<file path="config.mk">
export PLATFORM = sky130hd
export DESIGN_NAME = saber_stroke_tracker
export DESIGN_NICKNAME = d
export VERILOG_FILES = /design/src/rtl/saber_stroke_tracker.sv
export SDC_FILE = /design/constraint.sdc
export NUM_CORES = 1
export LEC_CHECK = 0
export ABC_CLOCK_PERIOD_IN_PS = 5900
export BUFFER_PORTS_ARGS = -buffer_cell sky130_fd_sc_hd__buf_4
export CAP_MARGIN = 20
export CORE_AREA = 2 2 99 101
export CTS_BUF_LIST = sky130_fd_sc_hd__clkbuf_8
export DETAILED_ROUTE_END_ITERATION = 10
export DIE_AREA = 0 0 101 103
export PLACE_DENSITY = 0.9
export SLEW_MARGIN = 0
export SYNTH_ARGS = -nofsm -noshare
export SYNTH_HDL_FRONTEND = slang
export SYNTH_SLANG_ARGS = --single-unit
</file>
<file path="constraint.sdc">
create_clock -name clk_pixel_in -period 5.9 [get_ports clk_pixel_in]
set_input_delay 0.885 -clock clk_pixel_in [delete_from_list [all_inputs] [get_ports clk_pixel_in]]
set_output_delay 0.885 -clock clk_pixel_in [all_outputs]
set_load 0.1 [all_outputs]
</file>
<file path="src/rtl/saber_stroke_tracker.sv">
// Saber stroke tracker: turns per-frame tip samples into attack strokes for the intersection detector.
// Outputs registered, updating one cycle after sample_in/hit_in; no backpressure, one sample per frame.
module saber_stroke_tracker #(
  parameter int SPEED_THRESH      = 40,
  parameter int STOP_THRESH       = 8,
  parameter int MAX_STROKE_FRAMES = 16,
  parameter int COOLDOWN_FRAMES   = 4
) (
  input  logic        clk_pixel_in,
  input  logic        rst_n_in,
  input  logic        sample_in,
  input  logic        tip_found_in,
  input  logic [10:0] tip_x_in,
  input  logic [9:0]  tip_y_in,
  input  logic        hit_in,
  output logic [10:0] saber_start_x,
  output logic [9:0]  saber_start_y,
  output logic [10:0] saber_current_x,
  output logic [9:0]  saber_current_y,
  output logic        is_attacking,
  output logic        stroke_done_out,
  output logic        stroke_hit_out
);

  localparam int FW = $clog2(MAX_STROKE_FRAMES + 1);
  localparam int CW = $clog2(COOLDOWN_FRAMES + 1);
  localparam logic [11:0]   SPEED_T    = 12'(SPEED_THRESH);
  localparam logic [11:0]   STOP_T     = 12'(STOP_THRESH);
  localparam logic [FW-1:0] LAST_FRAME = FW'(MAX_STROKE_FRAMES - 1);
  localparam logic [CW-1:0] LAST_COOL  = CW'(COOLDOWN_FRAMES - 1);

  typedef enum logic [1:0] {IDLE, ATTACK, COOLDOWN} state_t;

  state_t        state;
  logic [10:0]   prev_x;
  logic [9:0]    prev_y;
  logic          have_prev;
  logic [FW-1:0] frame_cnt;
  logic [CW-1:0] cool_cnt;

  logic [10:0] dx;
  logic [9:0]  dy;
  logic [11:0] delta;

  // Manhattan step from the previous frame; max 1279 + 719 fits in 12 bits.
  always_comb begin
    dx    = (tip_x_in >= prev_x) ? (tip_x_in - prev_x) : (prev_x - tip_x_in);
    dy    = (tip_y_in >= prev_y) ? (tip_y_in - prev_y) : (prev_y - tip_y_in);
    delta = {1'b0, dx} + {2'b00, dy};
  end

  always_ff @(posedge clk_pixel_in or negedge rst_n_in) begin
    if (!rst_n_in) begin
      state           <= IDLE;
      prev_x          <= '0;
      prev_y          <= '0;
      have_prev       <= 1'b0;
      frame_cnt       <= '0;
      cool_cnt        <= '0;
      saber_start_x   <= '0;
      saber_start_y   <= '0;
      saber_current_x <= '0;
      saber_current_y <= '0;
      is_attacking    <= 1'b0;
      stroke_done_out <= 1'b0;
      stroke_hit_out  <= 1'b0;
    end else begin
      stroke_done_out <= 1'b0;
      stroke_hit_out  <= 1'b0;

      if (sample_in) begin
        if (tip_found_in) begin
          prev_x    <= tip_x_in;
          prev_y    <= tip_y_in;
          have_prev <= 1'b1;
        end else begin
          have_prev <= 1'b0;
        end
      end

      case (state)
        IDLE: begin
          if (sample_in && tip_found_in && have_prev && delta >= SPEED_T) begin
            saber_start_x   <= prev_x;
            saber_start_y   <= prev_y;
            saber_current_x <= tip_x_in;
            saber_current_y <= tip_y_in;
            is_attacking    <= 1'b1;
            frame_cnt       <= FW'(1);
            state           <= ATTACK;
          end
        end

        ATTACK: begin
          // A hit ends the stroke on any cycle and outranks a coincident sample.
          if (hit_in) begin
            state          <= COOLDOWN;
            is_attacking   <= 1'b0;
            stroke_hit_out <= 1'b1;
            cool_cnt       <= '0;
          end else if (sample_in) begin
            if (!tip_found_in || delta < STOP_T) begin
              state           <= COOLDOWN;
              is_attacking    <= 1'b0;
              stroke_done_out <= 1'b1;
              cool_cnt        <= '0;
            end else begin
              saber_current_x <= tip_x_in;
              saber_current_y <= tip_y_in;
              frame_cnt       <= frame_cnt + FW'(1);
              if (frame_cnt == LAST_FRAME) begin
                state           <= COOLDOWN;
                is_attacking    <= 1'b0;
                stroke_done_out <= 1'b1;
                cool_cnt        <= '0;
              end
            end
          end
        end

        COOLDOWN: begin
          if (sample_in) begin
            if (cool_cnt == LAST_COOL) begin
              state    <= IDLE;
              cool_cnt <= '0;
            end else begin
              cool_cnt <= cool_cnt + CW'(1);
            end
          end
        end

        default: state <= IDLE;
      endcase
    end
  end

endmodule
</file>
# After elaboration in Yosys (flattened, before gate mapping)
# Cells that the tools add are included.
[classes]
add_sub_neg = 7
reduce_logical = 14
eq_ne = 12
n_lt_le_gt_ge = 4
n_mux = 46
[op_table]
columns = ["op", "count"]
rows = [
  ["$mux 11", 5],
  ["$mux 10", 5],
  ["$pmux 11 s2", 1],
  ["$sub 11x11->11", 2],
  ["$mux 5", 4],
  ["$pmux 10 s2", 1],
  ["$sub 10x10->10", 2],
  ["$mux 3", 6],
  ["$mux 2", 7],
  ["$mux 1", 13],
  ["$add 11x10->12", 1],
  ["$ge 12x6->1 const B", 1],
  ["$lt 12x4->1 const B", 1],
  ["$ne 2x2->1 const B", 6],
  ["$ge 11x11->1", 1],
  ["$ge 10x10->1", 1],
  ["$pmux 5 s2", 1],
  ["$reduce_and 5->1", 2],
  ["$reduce_and 4->1", 2],
  ["$pmux 2 s3", 1],
  ["$pmux 3 s2", 1],
  ["$add 5x1->5 const B", 1],
  ["$eq 5x4->1 const B", 1],
  ["$ne 4x4->1 const B", 1],
  ["other kinds (12)", 16],
]
[word_totals]
ff_bits = 77
elab_cells = 96
output_inout_bits = 45
in_bits = 26

# Logic depth before layout (Yosys ltp)
# Gate-level depths: netlist (run 1).
[logic_depth]
ltp_word = 9
mapped_depth = 23
depth_no_buf = 21

# Least setup slack after synthesis (run 1)
# No wires, ideal clock.
[synth_path]
path_kind = "input-to-reg"
from = "in tip_y_in[0]"
to = "reg saber_current_x[0]"
path_stages = 21
t_arrival_ps = 5777
n_path_buf = 2
setup_ps = 125
path_slack_ps = -2
t_required_ps = 5775
cell_sequence = "inv_1 -> ha_1 -> inv_1 -> fa_1 -> a21o_1 -> o21ai_0 -> a21oi_1 -> a211o_1 -> a31oi_1 -> clkbuf_1 -> mux2_2 -> ha_1 -> a211oi_1 -> nor2_1 -> o221a_2 -> o32ai_1 -> o211ai_1 -> o31a_1 -> a31oi_4 -> buf_12 -> mux2_4"
[synth_between]
elab_chain_len = 7
word_cells_on_any_way = 12
cone_classes = "add/sub: 3; order compare: 3; eq/ne: 2; mux: 1; reduce/logical: 3"
[synth_lines]
columns = ["item", "line_no", "source"]
rows = [
  ["start: declaration", "14", "input logic [9:0] tip_y_in,"],
  ["$sub 10x10->10 / $ge 10x10->1 (equally long branches)", "48", "dy = (tip_y_in >= prev_y) ? (tip_y_in - prev_y) : (prev_y - tip_y_in);"],
  ["$mux 10 *", "48", ""],
  ["$add 11x10->12 *", "49", "delta = {1'b0, dx} + {2'b00, dy};"],
  ["$lt 12x4->1 / $ge 12x6->1 (equally long branches)", "102, 83", ""],
  ["$logic_or 1x1->1 / $logic_and 1x1->1 (equally long branches)", "102, 83", ""],
  ["$ne 2x2->1 (no line)", "-", ""],
  ["$reduce_and 5->1 (no line) *", "-", ""],
  ["end signal: assignment", "86", "saber_current_x <= tip_x_in;"],
  ["end signal: assignment", "108", "saber_current_x <= tip_x_in;"],
  ["end: declaration", "18", "output logic [10:0] saber_current_x,"],
]
# Every way passes the cells marked *; elsewhere a longest branch is shown, timed or not.
# A chain may end at the register's enable or synchronous reset.

# Final worst setup path (run 1)
[layout_path]
from = "in tip_y_in[0]"
to = "reg saber_current_x[5]"
# The elaborated chain is that of the path after synthesis.

==> flow_metrics.env, run 1 <==
export IMPL_synth_nets=638
export IMPL_fill_cells=733
export IMPL_timing_critical_path_cells="buf_4 > inv_1 > ha_1 > inv_1 > fa_1 > a21o_1 > o21ai_0 > a21oi_1 > a211o_1 > a31oi_2 > buf_4 > mux2i_1 > xnor2_1 > ha_1 > or3_1 > o221a_2 > o32ai_1 > o211ai_1 > o31a_1 > a31oi_4 > buf_4 > mux2_4"
export IMPL_min_period_over_period=0.952
export IMPL_vias_per_cell=5.77
export IMPL_avgRoutedWirePerCell_um=16.4
export IMPL_worst_setup_path_start_kind="input pin"
export IMPL_hold_class="input pin to asynchronous set/reset pin"
export IMPL_placed_area_um2=6140
export IMPL_end_kind="register"
export IMPL_synth_warnings=0
export IMPL_timing_hold_ws_ps=484
export IMPL_drive_gt1_frac=0.252
export IMPL_stdcell_area_um2=6390
export IMPL_numCtsBuffers=9
export IMPL_num_rows=36
export IMPL_synth_mux_area_frac=0.137
export IMPL_synth_compound_area_share=0.174
export IMPL_cp_num_cells=22
export IMPL_final_common_cell="buf_4"
export IMPL_grt_pass1_wl_um=20400
export IMPL_synthDistinctLibCells=58
export IMPL_synth_seq_cells=77
export IMPL_synth_top_family_by_area="compound AO/OA/AOI/OAI gates"
export IMPL_cts_buffer_depth=2
export IMPL_seq_area_frac_synth=0.354
export IMPL_antennaDiodeCount=0
export IMPL_cts_root_buf="clkbuf_8"
export IMPL_finalClockSkew_ps=10.4
export IMPL_seq_area_um2=1930
export IMPL_clk_pin_slew_ps=80
export IMPL_multi_input_area_um2=3170
export IMPL_areaGrowthSynthToFinish_pct=17.3
export IMPL_drt_initial_drc_count=217
export IMPL_grt_max_degree=78
export IMPL_start_util=0.576
export IMPL_syn_cell_area_um2=5450
export IMPL_worstSkewPairLatency_ps=370
export IMPL_cp_max_fo=9
export IMPL_drt_total_wl_um=12300
export IMPL_pre_cts_ws_ps=-87.6
export IMPL_synth_xor_area_frac=0.0289
export IMPL_rr_worst_depth=20
export IMPL_cts_tree="done"
export IMPL_maxSlewViolCount=0
export IMPL_antenna_left=0
export IMPL_cp_startpoint="tip_y_in[0]"
export IMPL_r2r_start="prev_y[0]$_DFFE_PN0P_"
export IMPL_worst_path_most_repeated_cell="buf_4"
export IMPL_maxCapViolations=0
export IMPL_globalRouteOverflowTotal=0
export IMPL_setup_ws_ps=282
export IMPL_async_flop_share=1.00
export IMPL_slowest_stage="o32ai_1"
export IMPL_die_w_um=101
export IMPL_nets=715
export IMPL_crit_family="compound AO/OA/AOI/OAI gates"
export IMPL_required_ps=6150
export IMPL_cts_sinks=77
export IMPL_synth_enable_flop_cells=0
export IMPL_syn_instance_count=554
export IMPL_max_slew_worst_pin_slew_ps=616
export IMPL_drcViolationCount=0
export IMPL_gp_congestion=0.923
export IMPL_fmax_mhz=178
export IMPL_status="finished clean"
export IMPL_ys_flop_type="dfrtp_1"
export IMPL_hold_viol=0
export IMPL_path_buf_inv=5
export IMPL_die_h_um=103
export IMPL_crit_type="input pin to register"
export IMPL_slowest_delay_ps=410
export IMPL_dr_pass1_iters=5
export IMPL_grt_pass1_vias=4322
export IMPL_max_slew_margin_rel=0.586
export IMPL_grt_usage=0.250
export IMPL_ioPinCount=71
export IMPL_antenna_found_initial=0
export IMPL_yosys_area_share_simple=0.0990
export IMPL_dp_hpwl_um=9260
export IMPL_rsz0062_at_grt="no"
export IMPL_h_tree_depth=3
export IMPL_core_area_um2=9460
export IMPL_io_buffers=70
export IMPL_syn_area_per_cell_um2=9.84
export IMPL_vias=4324
export IMPL_dieArea_um2=10400
export IMPL_synth_adder_area_share=0.140
export IMPL_critPathArrivalTime_ps=5870
export IMPL_final_setup_viol_count=0
export IMPL_timing_final_crit_period_ps=5620
export IMPL_final_cell_mix="83 x buf_4, 77 x dfrtp_1, 66 x inv_1"
export IMPL_fin_setup_tns_ps=0
## final cells by class
cell class                 count  share of cell area
clock buffer                  11              0.0237
clock inverter                 5              0.0116
inverter                      65              0.0382
multi-input combinational    392               0.496
sequential                    77               0.302
tap                          114              0.0223
timing repair buffer          86               0.107
## cells in the mapped netlist (5+ instances only)
cell type | instances | share of area
fa_1 | 5 | 0.018
mux2_2 | 30 | 0.062
nor2_1 | 13 | 0.0090
and3_1 | 6 | 0.0069
mux2i_1 | 14 | 0.026
o31ai_1 | 6 | 0.0083
nand2b_1 | 7 | 0.0080
inv_1 | 65 | 0.045
ha_1 | 53 | 0.12
nand3_1 | 9 | 0.0083
nand2_1 | 49 | 0.034
a21oi_1 | 29 | 0.027
xor2_1 | 5 | 0.0080
a211oi_1 | 5 | 0.0069
clkbuf_1 | 14 | 0.0096
a31oi_1 | 10 | 0.011
o21ai_0 | 42 | 0.039
mux2_4 | 18 | 0.050
a21o_1 | 13 | 0.018
dfrtp_1 | 77 | 0.35
xnor2_1 | 13 | 0.021
nor2b_1 | 11 | 0.013
## sequential cells by signal, indices dropped and copies added (netlist names), 2 cells and up
| signal | count |
|---|---|
| frame_cnt | 5 |
| saber_current_y | 10 |
| saber_start_x | 11 |
| cool_cnt | 3 |
| state | 2 |
| prev_y | 10 |
| prev_x | 11 |
| saber_current_x | 11 |
| saber_start_y | 10 |
## timing repair
| item | CTS | global route |
|---|---|---|
| endpoints found under the setup margin | 0 | 20 |
| hold buffers | 0 | 0 |
| setup buffers | 0 | 0 |
| gates resized for setup | 0 | 1 |
## cell families after synthesis
| group | count (synthesis) |
|---|---|
| multiplexers | 62 |
| buffers and inverters | 85 |
| AND/OR/NAND/NOR | 111 |
| XOR/XNOR | 18 |
| flip-flops | 77 |
| adder cells (fa/ha/maj) | 58 |
| AO/OA/AOI/OAI | 143 |
## worst register-to-register path: cells and delay by family, from the launching register on
family / cells / cell delay, ps
DFF: 1 / 380
adders and majority gates: 3 / 810
and+or+nand+nor: 1 / 380
buffers and inverters: 3 / 550
muxes: 2 / 540
xor gates and xnor gates: 1 / 100
AOI/OAI and AO/OA: 10 / 2430
## metal layers
| metal | global-route usage | wire length, um | vias up |
|---|---|---|---|
| li1 | - | - | 2091 |
| met1 | 0.326 | 5610 | 2096 |
| met5 | 0 | 0 | - |
| met4 | 0.110 | 259 | 0 |
| met3 | 0.0319 | 468 | 23 |
| met2 | 0.420 | 5940 | 114 |
## metrics by stage
stage          cells  utilization
2_1_floorplan    554            -
6_report         750        0.676
4_1_cts          749        0.673
5_1_grt          750        0.676
3_3_place_gp     733        0.649
3_5_place_dp     733        0.649
## worst paths after layout
| check | slack, ps | to |
|---|---|---|
| worst max register to register | 580 | saber_current_x[5]$_DFFE_PN0P_ |
| worst max-delay path | 280 | saber_current_x[5]$_DFFE_PN0P_ |
| max in group asynchronous | 4830 | saber_current_x[3]$_DFFE_PN0P_ |
| worst min register to register | 510 | saber_start_y[5]$_DFFE_PN0P_ |
| min in group clk_pixel_in | 510 | saber_start_y[5]$_DFFE_PN0P_ |
| worst min-delay path | 480 | saber_current_y[4]$_DFFE_PN0P_ |
Power of run 1 is left out: the tool's default activity adds up to more than one toggle a clock period on the data nets, which glitch-free logic cannot reach.
==> inputs of run 2 (changes only) <==
--- a/config.mk
+++ b/config.mk
@@ -5,7 +5,6 @@
 export SDC_FILE = /design/constraint.sdc
 export NUM_CORES = 1
 export LEC_CHECK = 0
-export ABC_CLOCK_PERIOD_IN_PS = 5900
 export BUFFER_PORTS_ARGS = -buffer_cell sky130_fd_sc_hd__buf_4
 export CAP_MARGIN = 20
 export CORE_AREA = 2 2 99 101
==> constraint.sdc (replaced) <==
create_clock -name clk_pixel_in -period 5.88 [get_ports clk_pixel_in]
set_input_delay 0.882 -clock clk_pixel_in [delete_from_list [all_inputs] [get_ports clk_pixel_in]]
set_output_delay 0.882 -clock clk_pixel_in [all_outputs]
set_load 0.1 [all_outputs]
==> run 2 against run 1 <==
  * Final cell count did not move
  * Core utilization rose by 0.45 points
  * Critical path depth rose by 1
  * Setup slack improved by 5.9 ps
  * Final area rose by 0.67%
  * Critical endpoint is now saber_current_x[10]$_DFFE_PN0P_
  * Flip-flop and latch count did not move
  * Register-to-register slack got worse by 20 ps
  * Sequential share of layout area fell by 0.20 points
  * Routed wire length rose by 0.22%
  * Via count barely moved
==> flow_metrics.env, run 2 (synthesis results as in run 1) <==
export IMPL_rr_worst_depth=21
export IMPL_hold_class="register to register"
export IMPL_areaGrowthSynthToFinish_pct=18.0
export IMPL_postCtsSetupBuffers=0
export IMPL_rsz0062_at_grt="no"
export IMPL_antenna_found_initial=0
export IMPL_drt_initial_drc_count=244
export IMPL_nets=715
export IMPL_required_ps=6130
export IMPL_finalClockSkew_ps=7.10
export IMPL_hold_viol=0
export IMPL_pre_cts_ws_ps=-23.7
export IMPL_status="finished clean"
export IMPL_cts_resized=0
export IMPL_cts_root_buf="clkbuf_8"
export IMPL_final_cell_mix="84 x buf_4, 77 x dfrtp_1, 65 x inv_1"
export IMPL_worstSkewPairLatency_ps=370
export IMPL_die_w_um=101
export IMPL_die_h_um=103
export IMPL_layout_cells_non_filler=750
export IMPL_r2r_slack_ps=560
export IMPL_r2r_end="saber_current_x[10]$_DFFE_PN0P_"
export IMPL_avgRoutedWirePerCell_um=16.4
export IMPL_start_util=0.576
export IMPL_fin_total_pwr_w=0.00379
export IMPL_fin_setup_tns_ps=0
export IMPL_crit_family="compound AO/OA/AOI/OAI gates"
export IMPL_endpoint="saber_current_x[10]$_DFFE_PN0P_"
export IMPL_cp_num_cells=23
export IMPL_drive_gt1_frac=0.253
export IMPL_maxCapViolations=0
export IMPL_globalRouteOverflowTotal=0
export IMPL_dr_pass1_iters=5
export IMPL_fmax_mhz=179
export IMPL_end_kind="register"
export IMPL_clk_pin_slew_ps=70
export IMPL_crit_type="input pin to register"
export IMPL_power_leakage_nw=3.28
export IMPL_vias=4326
export IMPL_grt_pass1_wl_um=20800
export IMPL_worst_setup_path_start_kind="input pin"
export IMPL_placed_area_um2=6150
export IMPL_slowest_delay_ps=400
export IMPL_grt_usage=0.254
export IMPL_maxSlewViolCount=0
export IMPL_dieArea_um2=10400
export IMPL_gp_congestion=0.971
export IMPL_final_setup_viol_count=0
export IMPL_drcViolationCount=0
export IMPL_antenna_left=0
export IMPL_min_period_over_period=0.951
export IMPL_cp_max_fo=9
export IMPL_core_area_um2=9460
export IMPL_top_regs="prev_x x11, saber_current_x x11, saber_start_x x11"
export IMPL_dp_cells=734
export IMPL_drt_total_wl_um=12300
export IMPL_cts_sinks=77
export IMPL_h_tree_depth=3
export IMPL_slowest_stage="fa_1"
export IMPL_vias_per_cell=5.77
export IMPL_ioPinCount=71
export IMPL_worst_path_most_repeated_cell="buf_4"
export IMPL_dp_hpwl_um=9290
export IMPL_hold_buffers=0
export IMPL_timing_final_crit_period_ps=5590
export IMPL_fill_cells=734
export IMPL_power_density_nw_per_um2=590
export IMPL_antennaDiodeCount=0
export IMPL_cts_buffer_depth=2
export IMPL_max_slew_worst_pin_slew_ps=974
export IMPL_max_slew_margin_rel=0.351
export IMPL_setup_ws_ps=287
export IMPL_peakVddDrop_v=0.000436
export IMPL_cts_tree="done"
export IMPL_r2r_start="prev_y[0]$_DFFE_PN0P_"
export IMPL_timing_critical_path_cells="buf_4 > inv_1 > ha_1 > inv_1 > fa_1 > a21o_1 > o21ai_0 > a21oi_1 > a211o_1 > a31oi_2 > buf_4 > mux2i_1 > xnor2_1 > ha_1 > o21ai_0 > nor2_1 > o221a_2 > o32ai_1 > o211ai_1 > o31a_1 > a31oi_4 > buf_4 > mux2_4"
export IMPL_critPathArrivalTime_ps=5840
export IMPL_stdcell_area_um2=6430
export IMPL_grt_pass1_vias=4279
export IMPL_num_rows=36
export IMPL_io_buffers=70
export IMPL_cp_startpoint="tip_y_in[0]"
export IMPL_numCtsBuffers=9
export IMPL_final_common_cell="buf_4"
export IMPL_grt_max_degree=78
export IMPL_path_buf_inv=5
## run 2: final cells by class
| class | count | area [um^2] | share of cell area |
|---|---|---|---|
| Clock buffer | 11 | 151 | 0.0235 |
| Clock inverter | 5 | 129 | 0.0200 |
| Inverter | 65 | 244 | 0.0379 |
| Multi-Input combinational cell | 392 | 3170 | 0.493 |
| Sequential cell | 77 | 1930 | 0.300 |
| Tap cell | 114 | 143 | 0.0222 |
| Timing Repair Buffer | 86 | 671 | 0.104 |
## run 2: layer usage
metal | vias up | share of wire | track usage
met5 | - | 0 | 0
met1 | 2090 | 0.46 | 0.351
met4 | 0 | 0.014 | 0.0956
li1 | 2096 | - | -
met3 | 14 | 0.051 | 0.0366
met2 | 126 | 0.48 | 0.410
## run 2: how the worst min path moves through the flow
stage                                         startpoint                              to  slack [ps]  depth (start not counted)
after floorplan                  cool_cnt[0]$_DFFE_PN0P_         cool_cnt[0]$_DFFE_PN0P_         460                          1
after global placement           cool_cnt[0]$_DFFE_PN0P_         cool_cnt[0]$_DFFE_PN0P_         480                          1
after detailed placement  saber_current_y[5]$_DFFE_PN0P_  saber_current_y[5]$_DFFE_PN0P_         490                          1
after CTS                   saber_start_x[8]$_DFFE_PN0P_    saber_start_x[8]$_DFFE_PN0P_         510                          1
after global routing            frame_cnt[0]$_DFFE_PN0P_        frame_cnt[0]$_DFFE_PN0P_         530                          1
final                       saber_start_x[8]$_DFFE_PN0P_    saber_start_x[8]$_DFFE_PN0P_         510                          1
## run 2: metrics by stage
step                 util  hold slack, ps
finish              0.680             511
global route        0.680             533
CTS                 0.679             514
detailed placement  0.650             493
global placement    0.650             482
floorplan               -             458
## run 2: power by group
group | internal, W | total, W | switching (W) | leakage, nW
Combinational | 0.000712 | 0.00241 | 0.00169 | 2.19
Sequential | 0.000713 | 0.000833 | 0.000121 | 0.948
Clock | 0.000350 | 0.000554 | 0.000204 | 0.140
Total | 0.00177 | 0.00379 | 0.00202 | 3.28
Note: power is estimated with default switching activity, not from simulation.
